==> config.mk <==
export PLATFORM = sky130hd
export DESIGN_NAME = ddr3_cke_lane_ctrl_flat
export DESIGN_NICKNAME = d
export VERILOG_FILES = /design/src/rtl/ddr3_cke_lane_ctrl_if.sv /design/src/rtl/ddr3_cke_lane_ctrl.sv /design/src/flat_wrapper.sv
export SDC_FILE = /design/constraint.sdc
export NUM_CORES = 1
export LEC_CHECK = 0
export BUFFER_PORTS_ARGS = -buffer_cell sky130_fd_sc_hd__buf_4
export CAP_MARGIN = 20
export CELL_PAD_IN_SITES_DETAIL_PLACEMENT = 0
export CELL_PAD_IN_SITES_GLOBAL_PLACEMENT = 2
export CORE_MARGIN = 2
export CORE_UTILIZATION = 37
export CTS_CLUSTER_DIAMETER = 60
export DETAILED_ROUTE_END_ITERATION = 8
export PLACE_DENSITY_LB_ADDON = 0.3
export SYNTH_ARGS = -nofsm -noshare
export SYNTH_HDL_FRONTEND = slang
export SYNTH_SLANG_ARGS = --single-unit
export TNS_END_PERCENT = 1
==> constraint.sdc <==
create_clock -name clk -period 3.2 [get_ports clk]
set_clock_uncertainty 0.2 [all_clocks]
set_input_delay 0.8 -clock clk [delete_from_list [all_inputs] [get_ports clk]]
set_output_delay 0.8 -clock clk [all_outputs]
set_load 0.01 [all_outputs]
==> src/rtl/ddr3_cke_lane_ctrl_if.sv <==
// Control/status bundle between the fabric user and the DDR3 CKE lane driver.
// Master drives requests and the IOD range flag; slave (the lane driver) drives lane data and status.
interface ddr3_cke_lane_ctrl_if;
    logic       phy_en;
    logic       pd_req;
    logic       init_done;
    logic       pd_ack;
    logic [3:0] tx_data_0;
    logic [3:0] oe_data_0;
    logic       dly_req;
    logic       dly_dir;
    logic [7:0] dly_steps;
    logic       dly_load_req;
    logic       dly_busy;
    logic       dly_err;
    logic [7:0] dly_tap;
    logic       delay_line_move_0;
    logic       delay_line_direction_0;
    logic       delay_line_load_0;
    logic       delay_line_out_of_range_0;

    modport master (
        output phy_en, pd_req, dly_req, dly_dir, dly_steps, dly_load_req, delay_line_out_of_range_0,
        input  init_done, pd_ack, tx_data_0, oe_data_0, dly_busy, dly_err, dly_tap,
               delay_line_move_0, delay_line_direction_0, delay_line_load_0
    );

    modport slave (
        input  phy_en, pd_req, dly_req, dly_dir, dly_steps, dly_load_req, delay_line_out_of_range_0,
        output init_done, pd_ack, tx_data_0, oe_data_0, dly_busy, dly_err, dly_tap,
               delay_line_move_0, delay_line_direction_0, delay_line_load_0
    );
endinterface

==> src/rtl/ddr3_cke_lane_ctrl.sv <==
// Fabric-side CKE lane driver: gearbox data, CKE init/power-down sequencer with tCKE, delay-line step engine.
// Outputs decode registered state (one cycle after the sampling edge); no backpressure, step/load requests while busy are dropped.
module ddr3_cke_lane_ctrl #(
    parameter int unsigned INIT_CKE_LOW_CYC = 50000,
    parameter int unsigned TCKE_MIN_CYC     = 4,
    parameter int unsigned DLY_MAX_TAP      = 127
) (
    input  logic                  clk,
    input  logic                  rst,
    ddr3_cke_lane_ctrl_if.slave   lane
);
    localparam int unsigned INIT_W = $clog2(INIT_CKE_LOW_CYC + 1);
    localparam int unsigned LVL_W  = $clog2(TCKE_MIN_CYC + 1);
    localparam logic [INIT_W-1:0] INIT_LAST = INIT_W'(INIT_CKE_LOW_CYC);
    localparam logic [LVL_W-1:0]  LVL_MAX   = LVL_W'(TCKE_MIN_CYC);
    localparam logic [LVL_W-1:0]  LVL_OK    = LVL_W'(TCKE_MIN_CYC - 1);
    localparam logic [7:0]        TAP_MAX   = 8'(DLY_MAX_TAP);

    typedef enum logic [1:0] {CKE_IDLE, CKE_INIT, CKE_ACTIVE, CKE_PD} cke_state_t;
    typedef enum logic [2:0] {DLY_IDLE, DLY_LOAD, DLY_LOAD_WAIT, DLY_SETUP, DLY_PULSE, DLY_GAP} dly_state_t;

    cke_state_t        cke_st, cke_nxt;
    logic [INIT_W-1:0] init_cnt;
    logic [LVL_W-1:0]  lvl_cnt;
    logic              tcke_ok;
    logic              cke;
    logic              init_done;
    logic              pd_ack;
    logic [3:0]        oe_q;

    dly_state_t        dly_st, dly_nxt;
    logic              dir_q;
    logic [7:0]        steps_q;
    logic [7:0]        tap_q;
    logic              err_q;
    logic              step_ok;
    logic              dly_abort;
    logic              busy;
    logic              move;
    logic              load;

    // lvl_cnt counts completed cycles at the current level, so the cycle in
    // progress completes tCKE once it has reached TCKE_MIN_CYC-1.
    assign tcke_ok = (lvl_cnt >= LVL_OK);

    always_ff @(posedge clk or posedge rst) begin
        if (rst) cke_st <= CKE_IDLE;
        else     cke_st <= cke_nxt;
    end

    always_comb begin
        cke_nxt = cke_st;
        if (!lane.phy_en) begin
            cke_nxt = CKE_IDLE;
        end else begin
            case (cke_st)
                CKE_IDLE:   cke_nxt = CKE_INIT;
                CKE_INIT:   if (init_cnt == INIT_LAST) cke_nxt = CKE_ACTIVE;
                CKE_ACTIVE: if (lane.pd_req && tcke_ok) cke_nxt = CKE_PD;
                CKE_PD:     if (!lane.pd_req && tcke_ok) cke_nxt = CKE_ACTIVE;
                default:    cke_nxt = CKE_IDLE;
            endcase
        end
    end

    always_comb begin
        cke       = 1'b0;
        init_done = 1'b0;
        pd_ack    = 1'b0;
        case (cke_st)
            CKE_ACTIVE: begin
                cke       = 1'b1;
                init_done = 1'b1;
            end
            CKE_PD: begin
                init_done = 1'b1;
                pd_ack    = (lvl_cnt == LVL_MAX);
            end
            default: ;
        endcase
    end

    always_ff @(posedge clk or posedge rst) begin
        if (rst) begin
            init_cnt <= '0;
            lvl_cnt  <= '0;
            oe_q     <= 4'h0;
        end else begin
            oe_q     <= 4'hF;
            init_cnt <= (cke_st == CKE_INIT && cke_nxt == CKE_INIT) ? init_cnt + 1'b1 : '0;
            if ((cke_nxt == CKE_ACTIVE) != cke) lvl_cnt <= '0;
            else if (lvl_cnt != LVL_MAX)        lvl_cnt <= lvl_cnt + 1'b1;
        end
    end

    assign lane.tx_data_0 = {4{cke}};
    assign lane.oe_data_0 = oe_q;
    assign lane.init_done = init_done;
    assign lane.pd_ack    = pd_ack;

    // Range is checked before every pulse so the tap never leaves [0, DLY_MAX_TAP].
    assign step_ok   = dir_q ? (tap_q < TAP_MAX) : (tap_q != 8'd0);
    assign dly_abort = ((dly_st == DLY_GAP) && lane.delay_line_out_of_range_0) ||
                       (((dly_st == DLY_SETUP) || (dly_st == DLY_GAP)) && (steps_q != 8'd0) && !step_ok);

    always_ff @(posedge clk or posedge rst) begin
        if (rst) dly_st <= DLY_IDLE;
        else     dly_st <= dly_nxt;
    end

    always_comb begin
        dly_nxt = dly_st;
        case (dly_st)
            DLY_IDLE: begin
                if (lane.dly_load_req) dly_nxt = DLY_LOAD;
                else if (lane.dly_req) dly_nxt = DLY_SETUP;
            end
            DLY_LOAD:      dly_nxt = DLY_LOAD_WAIT;
            DLY_LOAD_WAIT: dly_nxt = DLY_IDLE;
            DLY_SETUP, DLY_GAP: begin
                if (dly_abort || steps_q == 8'd0) dly_nxt = DLY_IDLE;
                else                              dly_nxt = DLY_PULSE;
            end
            DLY_PULSE:     dly_nxt = DLY_GAP;
            default:       dly_nxt = DLY_IDLE;
        endcase
    end

    always_comb begin
        busy = (dly_st != DLY_IDLE);
        move = (dly_st == DLY_PULSE);
        load = (dly_st == DLY_LOAD);
    end

    always_ff @(posedge clk or posedge rst) begin
        if (rst) begin
            dir_q   <= 1'b0;
            steps_q <= 8'd0;
            tap_q   <= 8'd0;
            err_q   <= 1'b0;
        end else begin
            if (dly_st == DLY_IDLE) begin
                if (lane.dly_load_req) begin
                    tap_q <= 8'd0;
                    err_q <= 1'b0;
                end else if (lane.dly_req) begin
                    dir_q   <= lane.dly_dir;
                    steps_q <= lane.dly_steps;
                    err_q   <= 1'b0;
                end
            end
            if (dly_st == DLY_PULSE) begin
                tap_q   <= dir_q ? tap_q + 1'b1 : tap_q - 1'b1;
                steps_q <= steps_q - 1'b1;
            end
            if (dly_abort) err_q <= 1'b1;
        end
    end

    assign lane.dly_busy               = busy;
    assign lane.dly_err                = err_q;
    assign lane.dly_tap                = tap_q;
    assign lane.delay_line_move_0      = move;
    assign lane.delay_line_direction_0 = dir_q;
    assign lane.delay_line_load_0      = load;
endmodule

==> src/flat_wrapper.sv <==
// flat-port wrapper written by rule: the top's interface ports become plain ports
module ddr3_cke_lane_ctrl_flat 
#(
    parameter int unsigned INIT_CKE_LOW_CYC = 50000,
    parameter int unsigned TCKE_MIN_CYC     = 4,
    parameter int unsigned DLY_MAX_TAP      = 127
)
  (clk, rst, lane_phy_en, lane_pd_req, lane_dly_req, lane_dly_dir, lane_dly_steps, lane_dly_load_req, lane_delay_line_out_of_range_0, lane_init_done, lane_pd_ack, lane_tx_data_0, lane_oe_data_0, lane_dly_busy, lane_dly_err, lane_dly_tap, lane_delay_line_move_0, lane_delay_line_direction_0, lane_delay_line_load_0);
  ddr3_cke_lane_ctrl_if lane_i ();
  input  logic clk;
  input  logic rst;
  input wire logic [$bits(lane_i.phy_en)-1:0] lane_phy_en;
  input wire logic [$bits(lane_i.pd_req)-1:0] lane_pd_req;
  input wire logic [$bits(lane_i.dly_req)-1:0] lane_dly_req;
  input wire logic [$bits(lane_i.dly_dir)-1:0] lane_dly_dir;
  input wire logic [$bits(lane_i.dly_steps)-1:0] lane_dly_steps;
  input wire logic [$bits(lane_i.dly_load_req)-1:0] lane_dly_load_req;
  input wire logic [$bits(lane_i.delay_line_out_of_range_0)-1:0] lane_delay_line_out_of_range_0;
  output wire logic [$bits(lane_i.init_done)-1:0] lane_init_done;
  output wire logic [$bits(lane_i.pd_ack)-1:0] lane_pd_ack;
  output wire logic [$bits(lane_i.tx_data_0)-1:0] lane_tx_data_0;
  output wire logic [$bits(lane_i.oe_data_0)-1:0] lane_oe_data_0;
  output wire logic [$bits(lane_i.dly_busy)-1:0] lane_dly_busy;
  output wire logic [$bits(lane_i.dly_err)-1:0] lane_dly_err;
  output wire logic [$bits(lane_i.dly_tap)-1:0] lane_dly_tap;
  output wire logic [$bits(lane_i.delay_line_move_0)-1:0] lane_delay_line_move_0;
  output wire logic [$bits(lane_i.delay_line_direction_0)-1:0] lane_delay_line_direction_0;
  output wire logic [$bits(lane_i.delay_line_load_0)-1:0] lane_delay_line_load_0;
  assign lane_i.phy_en = lane_phy_en;
  assign lane_i.pd_req = lane_pd_req;
  assign lane_i.dly_req = lane_dly_req;
  assign lane_i.dly_dir = lane_dly_dir;
  assign lane_i.dly_steps = lane_dly_steps;
  assign lane_i.dly_load_req = lane_dly_load_req;
  assign lane_i.delay_line_out_of_range_0 = lane_delay_line_out_of_range_0;
  assign lane_init_done = lane_i.init_done;
  assign lane_pd_ack = lane_i.pd_ack;
  assign lane_tx_data_0 = lane_i.tx_data_0;
  assign lane_oe_data_0 = lane_i.oe_data_0;
  assign lane_dly_busy = lane_i.dly_busy;
  assign lane_dly_err = lane_i.dly_err;
  assign lane_dly_tap = lane_i.dly_tap;
  assign lane_delay_line_move_0 = lane_i.delay_line_move_0;
  assign lane_delay_line_direction_0 = lane_i.delay_line_direction_0;
  assign lane_delay_line_load_0 = lane_i.delay_line_load_0;
  ddr3_cke_lane_ctrl #(.INIT_CKE_LOW_CYC(INIT_CKE_LOW_CYC), .TCKE_MIN_CYC(TCKE_MIN_CYC), .DLY_MAX_TAP(DLY_MAX_TAP)) u_core (.clk(clk), .rst(rst), .lane(lane_i));
endmodule
# == Word-level counts from Yosys, hierarchy flattened ==
# Cells that the tools add are included.
# totals
regBits,43
in_bits,16
out_inout_bits,23
wordCells,89
# classes
n_addsub,5
n_lt_le_gt_ge,2
n_eq_ne,15
n_mux,28
bitwise_logic,1
n_reduce_logical,29
# ops
cell,count
$mux W8,8
$add A16 B1 Y16 const B,1
$eq A16 B16 Y1 const B,1
$mux W16,1
$reduce_bool A8 Y1,2
$sub A8 B1 Y8 const B,2
$mux W3,5
$pmux W3 S4,1
$reduce_bool A2 Y1,5
$eq A3 B3 Y1 const B,3
$add A8 B1 Y8 const B,1
$logic_not A8 Y1,1
$lt A8 B7 Y1 const B,1
$mux W1,8
$mux W2,4
$pmux W2 S4,1
$eq A2 B2 Y1 const B,3
$logic_and A1 B1 Y1,6
$ne A3 B3 Y1 const B,2
$reduce_and A3 Y1,2
$reduce_bool A3 Y1,2
$eq A2 B1 Y1 const B,2
$reduce_and A2 Y1,2
$reduce_or A2 Y1,2
other kinds (11),14

# == Depth between registers and ports, before layout ==
# Gate-level depths: netlist (run 1).
# depth
word_depth,8
mapped_depth,7
mapped_depth_nobuf,7

# == Worst setup path after synthesis (run 1) ==
# OpenSTA, ideal clock, no wires.
# synth_path
path_type,register to register
startpoint,"register u_core.dir_q, in the netlist u_core.lane.delay_line_direction_0"
endpoint,"register u_core.tap_q[6], in the netlist u_core.lane.dly_tap[6]"
setup_ns,0.069
t_arrival_ns,1.981
t_required_ns,2.931
setup_slack_ns,0.950
stages_incl_launch_ff,8
n_path_buf,0
synth_period_minus_slack_ns,2.250
path_cell_list,dfrtp_1 > inv_1 > ha_1 > nor2b_1 > o21ai_0 > a21boi_0 > or4_1 > nand3_1
# synth_via
elab_chain_len,2
# synth_rtl
element,line_no,rtl
from (decl),ddr3_cke_lane_ctrl.sv:32,logic dir_q;
from (signal assigned),ddr3_cke_lane_ctrl.sv:147,dir_q <= lane.dly_dir;
$mux W8,ddr3_cke_lane_ctrl.sv:153,tap_q <= dir_q ? tap_q + 1'b1 : tap_q - 1'b1;
$mux W8,ddr3_cke_lane_ctrl.sv:152,if (dly_st == DLY_PULSE) begin
to (signal assigned),ddr3_cke_lane_ctrl.sv:153,
to (decl),ddr3_cke_lane_ctrl.sv:34,logic [7:0] tap_q;
# No other way between the ends.
# A chain may end at the register's enable or synchronous reset.

# == Worst setup path after layout (run 1) ==
# layout_path
startpoint,register u_core.dly_st[2]
endpoint,output port lane_dly_busy
# layout_via
elab_chain_len,1
# layout_rtl
element,line_no,rtl
from (decl),ddr3_cke_lane_ctrl.sv:31,"dly_state_t dly_st, dly_nxt;"
from (signal assigned),ddr3_cke_lane_ctrl.sv:108,else dly_st <= dly_nxt;
$reduce_bool A3 Y1,ddr3_cke_lane_ctrl.sv:130,busy = (dly_st != DLY_IDLE);
to (decl),flat_wrapper.sv:23,output wire logic [$bits(lane_i.dly_busy)-1:0] lane_dly_busy;
# No other way between the ends.

==> results of run 1 <==
[sequential cells by signal, summed over array words and instances, names as in the netlist]
signal and cells:
u_core.init_cnt 16, u_core.lane.dly_tap 8, u_core.steps_q 8, u_core.dly_st 3
u_core.lvl_cnt 3, u_core.cke_st 2, u_core.lane.delay_line_direction_0 1, u_core.lane.dly_err 1
u_core.lane.oe_data_0 1
[Yosys cell counts (2+ instances only)]
cell,instances
o31ai_1,3
nand2_1,29
nor3_1,4
buf_4,8
o22a_1,5
a21oi_1,15
ha_1,13
nand3b_1,2
o211ai_1,2
xor2_1,12
nor2b_1,4
o21ai_0,14
nand4_1,4
clkbuf_1,5
a21o_1,2
and3_2,3
nor3b_1,2
o22ai_1,8
xnor2_1,6
nor2_1,36
o21a_1,2
nand2b_1,2
and3_1,3
dfrtp_1,43
nor4_1,5
a211oi_1,3
nand3_1,12
mux2i_1,4
nor4b_1,2
inv_1,17
[worst paths after layout]
| path | from | endpoint | slack (ns) |
|---|---|---|---|
| max | u_core.dly_st[2]$_DFFE_PP0P_ | lane_dly_busy | 0.64 |
| min | rst | u_core.steps_q[3]$_DFFE_PP0P_ | 0.31 |
| max reg2reg | u_core.lane.delay_line_direction_0$_DFFE_PP0P_ | u_core.lane.dly_tap[6]$_DFFE_PP0P_ | 0.76 |
| min reg2reg | u_core.init_cnt[15]$_DFF_PP0_ | u_core.init_cnt[15]$_DFF_PP0_ | 0.34 |
| max in group asynchronous | rst | u_core.lane.dly_tap[2]$_DFFE_PP0P_ | 1.79 |
| min in group clk | u_core.init_cnt[15]$_DFF_PP0_ | u_core.init_cnt[15]$_DFF_PP0_ | 0.34 |
[through the flow]
| stage | setup slack, ns | cells | power, mW |
|---|---|---|---|
| global placement | 0.852 | 416 | 2.07 |
| CTS | 0.619 | 424 | 2.51 |
| detailed placement | 0.783 | 416 | 2.07 |
| floorplan | 0.950 | 292 | 1.71 |
| finish | 0.638 | 424 | 2.48 |
| global route | 0.493 | 424 | 2.71 |
[area by class of cell]
type                    instances  area share [%]
clock buffers                   5            2.24
repair buffers                 42            10.3
clock inverters                 3            1.43
flip-flops and latches         43            35.0
well taps                      96            3.91
multi-input cells             218            45.0
inverters                      17            2.08
[logic make-up after synthesis]
| family | share of synthesized area, % |
|---|---|
| flops | 41.3 |
| xor+xnor | 6.05 |
| other cells | 0.144 |
| compound gates | 15.1 |
| simple gates | 22.8 |
| fa+ha+maj | 7.01 |
| mux | 1.97 |
| buf+inv | 5.66 |
[worst register-to-register path, stage by stage, from the launching register on]
cell      delay (ns)
dfrtp_1         0.49
inv_1           0.22
ha_1            0.39
nor2b_1         0.15
o21ai_0         0.19
a21boi_0        0.17
or4_1           0.49
nand3_1         0.09
[power by group through the flow]
stage | Combinational, mW | Sequential (mW) | Clock [mW]
floorplan | 0.842 | 0.865 | 0
global placement | 1.17 | 0.902 | 0
detailed placement | 1.16 | 0.906 | 0
CTS | 1.17 | 0.895 | 0.448
global route | 1.32 | 0.930 | 0.467
finish | 1.15 | 0.893 | 0.431
[metal layers]
layer,wire length [um],up-vias,track usage (%),part of all wire (%)
met5,0,-,0,0
met4,74,0,4.34,1.4
met3,165,9,3.02,3.0
met2,2470,32,24.6,46
met1,2700,953,20.2,50
li1,-,1099,-,-
==> out/metrics.cfg, run 1 <==
[flow_run]
max_cap_viol_count=0

[worst_setup_path]
crit_chain=inv_1 > nand2_1 > buf_4
slowest_stage=dfrtp_1
worstPathArrival_ns=1.56
crit_cells=3
rr_worst_depth=7
endpoint_kind=output port
start_kind=register
timing_worst_setup_path_type=reg -> out
cp_max_fo=21
cp.required_ns=2.20
critPathMaxStageDelay_ns=0.75
cp_top_family=flip-flops
crit_buf_inv=2

[detailed_routing]
via_count=2093
first_pass_iters=4
ant_nets=0
viasPerCell=4.94
wl_per_cell_um=12.8
wl_mm=5.42
drcViolationCount=0
drt_iter0_drc=106

[pwr]
swShare_pct=41.2
seq_power_share_pct=36.0
vdd_drop_max_mv=0.352
p_per_area_nw_per_um2=807
switchingPower_mw=1.02
leakage_nw=1.39
pwr-share-clk_pct=17.4
internal_power_mw=1.46
combPwrFrac_pct=46.5

[synth]
synth_area_um2=2610
async_reset_ff_share_pct=100
synth.area.top_cells=dfrtp_1 41%, ha_1 6.2%, nor2_1 5.2%
ys_warn_count=0
syn_avg_cell_area_um2=8.93
yosysTopAreaCell=dfrtp_1
synthDistinctLibCells=52
ys_ff_latch=43
ys.flop_type=dfrtp_1
synth_top_area_share_pct=41.3
ys_seq_area_share_pct=41.3
synth_edf_count=0
synth_cells=292
syn-num-nets=322

[sta]
maxSlewViolCount=0
grt_setup_unrepaired=false
period_minus_slack_ns=2.56
period_share_pct=80.1
setup_violations=0
finalHoldViolCount=0
setup_tns_ns=0
holdWs_ns=0.309
relSlewSlack_pct=55.4
tightestPinTransition_ns=0.665
max_freq_mhz=390

[floorplanning]
initial_core_util_pct=38.4
dieArea_um2=7730
core_area_um2=6790
rows=30
die-height_um=87.9
die-width_um=87.9
io_pins=39

[clock_network]
clk_latency_ns=0.30
cts_tree=built
cts_root_buffer=clkbuf_8
cts.sinks=43
htree_levels=2
hold_buffers=0
cts_resized=0
clk_pin_slew_ns=0.08
cts_buffer_depth=2
cts_buffers=5
postCtsSetupRepairBufs=0

[cells_and_area]
antenna_cells=0
nFillCells=690
regArea_um2=1080
layout_commonest_cell=dfrtp_1
layout.nets=357
design_area_um2=3070
drive_gt1_share_pct=18.0
final_cell_mix=43 x dfrtp_1, 42 x buf_4, 36 x nor2_1, 29 x nand2_1, 16 x inv_1
multi_input_area_um2=1380
area_growth_pct=17.8
finish.utilization_pct=45.2

[global_route]
first_global_vias=2016
grt_usage_pct=15.0
antenna_found_initial=0
overflow=0
grt_max_degree=28
grt_pass1_wl_mm=9.27

[status]
outcome=finished, final reports clean

[hold_path]
hp-class=in -> async

[placed_design]
dp_hpwl_mm=4.00
placedInstanceArea_um2=2960
finalWeightedCongestion=0.774
io_buffers=38

Power figures use the tool's default switching activity.
==> run 2: changes to the inputs <==
--- a/config.mk
+++ b/config.mk
@@ -10,7 +10,7 @@
 export CELL_PAD_IN_SITES_DETAIL_PLACEMENT = 0
 export CELL_PAD_IN_SITES_GLOBAL_PLACEMENT = 2
 export CORE_MARGIN = 2
-export CORE_UTILIZATION = 37
+export CORE_UTILIZATION = 35
 export CTS_CLUSTER_DIAMETER = 60
 export DETAILED_ROUTE_END_ITERATION = 8
 export PLACE_DENSITY_LB_ADDON = 0.3
==> constraint.sdc (replaced) <==
create_clock -name clk -period 2.49 [get_ports clk]
set_clock_uncertainty 0.2 [all_clocks]
set_input_delay 0.6225 -clock clk [delete_from_list [all_inputs] [get_ports clk]]
set_output_delay 0.6225 -clock clk [all_outputs]
set_load 0.01 [all_outputs]
==> run 2 against run 1 <==
Net effect:
- first-iteration DRC count down 7.5%
- cell area up 2.0%
- count of clock-buffer cells in the layout up 1
- critical path depth up 1
- routed wire length up 5.0%
- global-route usage down 0.18 points
- via count up 3.9%
- die area up 5.4%
- hold slack worse by 0.046 ns
- sequential share of layout area down 0.69 points
- power up 35%
- largest cell class unchanged
- highest routed layer unchanged
==> out/metrics.cfg, run 2 (synthesis results as in run 1) <==
[global_route]
met2_usage_pct=24.1  ; was 24.6%
grt_pass1_wl_mm=9.96  ; was 9.27 mm
antenna_found_initial=0  ; unchanged
top_usage_layer=met2  ; unchanged
grt_usage_pct=14.8  ; was 15.0%
use_met1_pct=20.1  ; was 20.2%
grt_max_degree=44  ; was 28
overflow=0  ; unchanged
gr-usage-met3_pct=3.59  ; was 3.02%
first_global_vias=2055  ; was 2016

[floorplanning]
initial_core_util_pct=36.1  ; was 38.4%
dieArea_um2=8150  ; was 7730 um2
core_area_um2=7210  ; was 6790 um2
die-width_um=90.3  ; was 87.9 um
die-height_um=90.3  ; was 87.9 um
rows=31  ; was 30
io_pins=39  ; unchanged

[cells_and_area]
layout.nets=362  ; was 357
finish.utilization_pct=43.4  ; was 45.2%
drive_gt1_share_pct=18.9  ; was 18.0%
largest_reg_flops=16  ; unchanged
area_growth_pct=20.2  ; was 17.8%
layout_commonest_cell=buf_4  ; was dfrtp_1
antenna_cells=0  ; unchanged
largest_register=u_core.init_cnt  ; unchanged
final_cell_mix=47 x buf_4, 43 x dfrtp_1, 36 x nor2_1, 29 x nand2_1, 16 x inv_1  ; was 43 x dfrtp_1, 42 x buf_4, 36 x nor2_1, 29 x nand2_1, 16 x inv_1

[detailed_routing]
wl_per_cell_um=13.2  ; was 12.8 um
drcViolationCount=0  ; unchanged
drt_iter0_drc=98  ; was 106
first_pass_iters=4  ; unchanged
viasPerCell=5.03  ; was 4.94
wl_mm=5.69  ; was 5.42 mm
via_count=2175  ; was 2093
ant_nets=0  ; unchanged

[clock_network]
postCtsSetupRepairBufs=0  ; unchanged
hold_buffers=0  ; unchanged
cts_buffers=5  ; unchanged
htree_levels=2  ; unchanged
cts_buffer_depth=2  ; unchanged
clk_latency_ns=0.30  ; about the same
clk_pin_slew_ns=0.09  ; was 0.08 ns
cts.sinks=43  ; unchanged
cts_tree=built  ; unchanged
cts_root_buffer=clkbuf_8  ; unchanged
cts_resized=0  ; unchanged

[pwr]
vdd_drop_max_mv=0.515  ; was 0.352 mV
swShare_pct=39.5  ; was 41.2%
switchingPower_mw=1.32  ; was 1.02 mW
combPwrFrac_pct=47.0  ; was 46.5%
seq_power_share_pct=33.6  ; was 36.0%
pwr-share-clk_pct=19.3  ; was 17.4%
p_per_area_nw_per_um2=1070  ; was 807 nW/um2
leakage_nw=1.42  ; was 1.39 nW
internal_power_mw=2.02  ; was 1.46 mW

[placed_design]
dp_hpwl_mm=4.01  ; was 4.00 mm
io_buffers=38  ; unchanged
finalWeightedCongestion=0.807  ; was 0.774

[worst_setup_path]
start_kind=register  ; unchanged
worstPathArrival_ns=1.42  ; was 1.56 ns
endpoint_kind=output port  ; unchanged
cp_max_fo=6  ; was 21
cp.required_ns=1.67  ; was 2.20 ns
critPathMaxStageDelay_ns=0.44  ; was 0.75 ns
crit_chain=nor2_1 > nand2_1 > inv_1 > buf_4  ; was inv_1 > nand2_1 > buf_4
cp_top_family=flip-flops  ; unchanged
timing_worst_setup_path_type=reg -> out  ; unchanged
ff2ff_setup_slack_ns=0.35  ; was 0.76 ns
crit_buf_inv=2  ; unchanged
slowest_stage=dfrtp_1  ; unchanged

[sta]
max_freq_mhz=447
holdWs_ns=0.263  ; was 0.309 ns
maxSlewViolCount=0  ; unchanged
relSlewSlack_pct=54.9  ; was 55.4%
setup_violations=0  ; unchanged
setup_tns_ns=0  ; unchanged
finalHoldViolCount=0  ; unchanged
grt_setup_unrepaired=false  ; unchanged
period_share_pct=89.9
tightestPinTransition_ns=0.672  ; was 0.665 ns
period_minus_slack_ns=2.24

[hold_path]
hp-class=in -> async  ; unchanged

[flow_run]
max_cap_viol_count=0  ; unchanged

[status]
outcome=finished, final reports clean  ; unchanged

run 2: metal layers:
layer,vias to the layer above,share of wire [%]
li1,1099,-
met4,0,1.1
met3,6,3.8
met2,38,46
met1,1032,49
met5,-,0
run 2: cell type report:
class                   instances  area [um2]
repair buffers                 47         353
well taps                      99         124
multi-input cells             218        1380
fillers                       738        4080
inverters                      17        63.8
flip-flops and latches         43        1080
clock inverters                 2        60.1
clock buffers                   6        72.6
run 2: worst paths after layout:
check,from,end,depth (start not counted)
min in group clk,u_core.init_cnt[0]$_DFF_PP0_,u_core.init_cnt[0]$_DFF_PP0_,1
min,rst,u_core.steps_q[2]$_DFFE_PP0P_,3
max,u_core.dly_st[0]$_DFFE_PP0P_,lane_delay_line_move_0,4
max reg2reg,u_core.lvl_cnt[0]$_DFFE_PP0P_,u_core.lvl_cnt[1]$_DFFE_PP0P_,7
max in group asynchronous,rst,u_core.lane.dly_tap[4]$_DFFE_PP0P_,3
min reg2reg,u_core.init_cnt[0]$_DFF_PP0_,u_core.init_cnt[0]$_DFF_PP0_,1
run 2: tightest hold or removal path, stage by stage:
cell and delay [ns]:
buf_4 0.11, clkinv_1 0.03, buf_4 0.46
run 2: stage by stage:
| step | std cells | total power [mW] | area [um2] | worst slack [ns] |
|---|---|---|---|---|
| after floorplan | 292 | 2.19 | 2610 | 0.240 |
| after global placement | 424 | 2.72 | 3000 | 0.403 |
| after detailed placement | 424 | 2.72 | 3000 | 0.392 |
| after CTS | 432 | 3.39 | 3130 | 0.212 |
| after global routing | 432 | 3.68 | 3130 | 0.0908 |
| final | 432 | 3.34 | 3130 | 0.250 |
run 2: power groups by stage:
stage | Clock (mW) | Combinational, mW | Sequential (mW)
2_1_floorplan | 0 | 1.08 | 1.11
3_3_place_gp | 0 | 1.59 | 1.13
3_5_place_dp | 0 | 1.59 | 1.13
4_1_cts | 0.670 | 1.59 | 1.12
5_1_grt | 0.703 | 1.80 | 1.17
6_report | 0.645 | 1.57 | 1.12
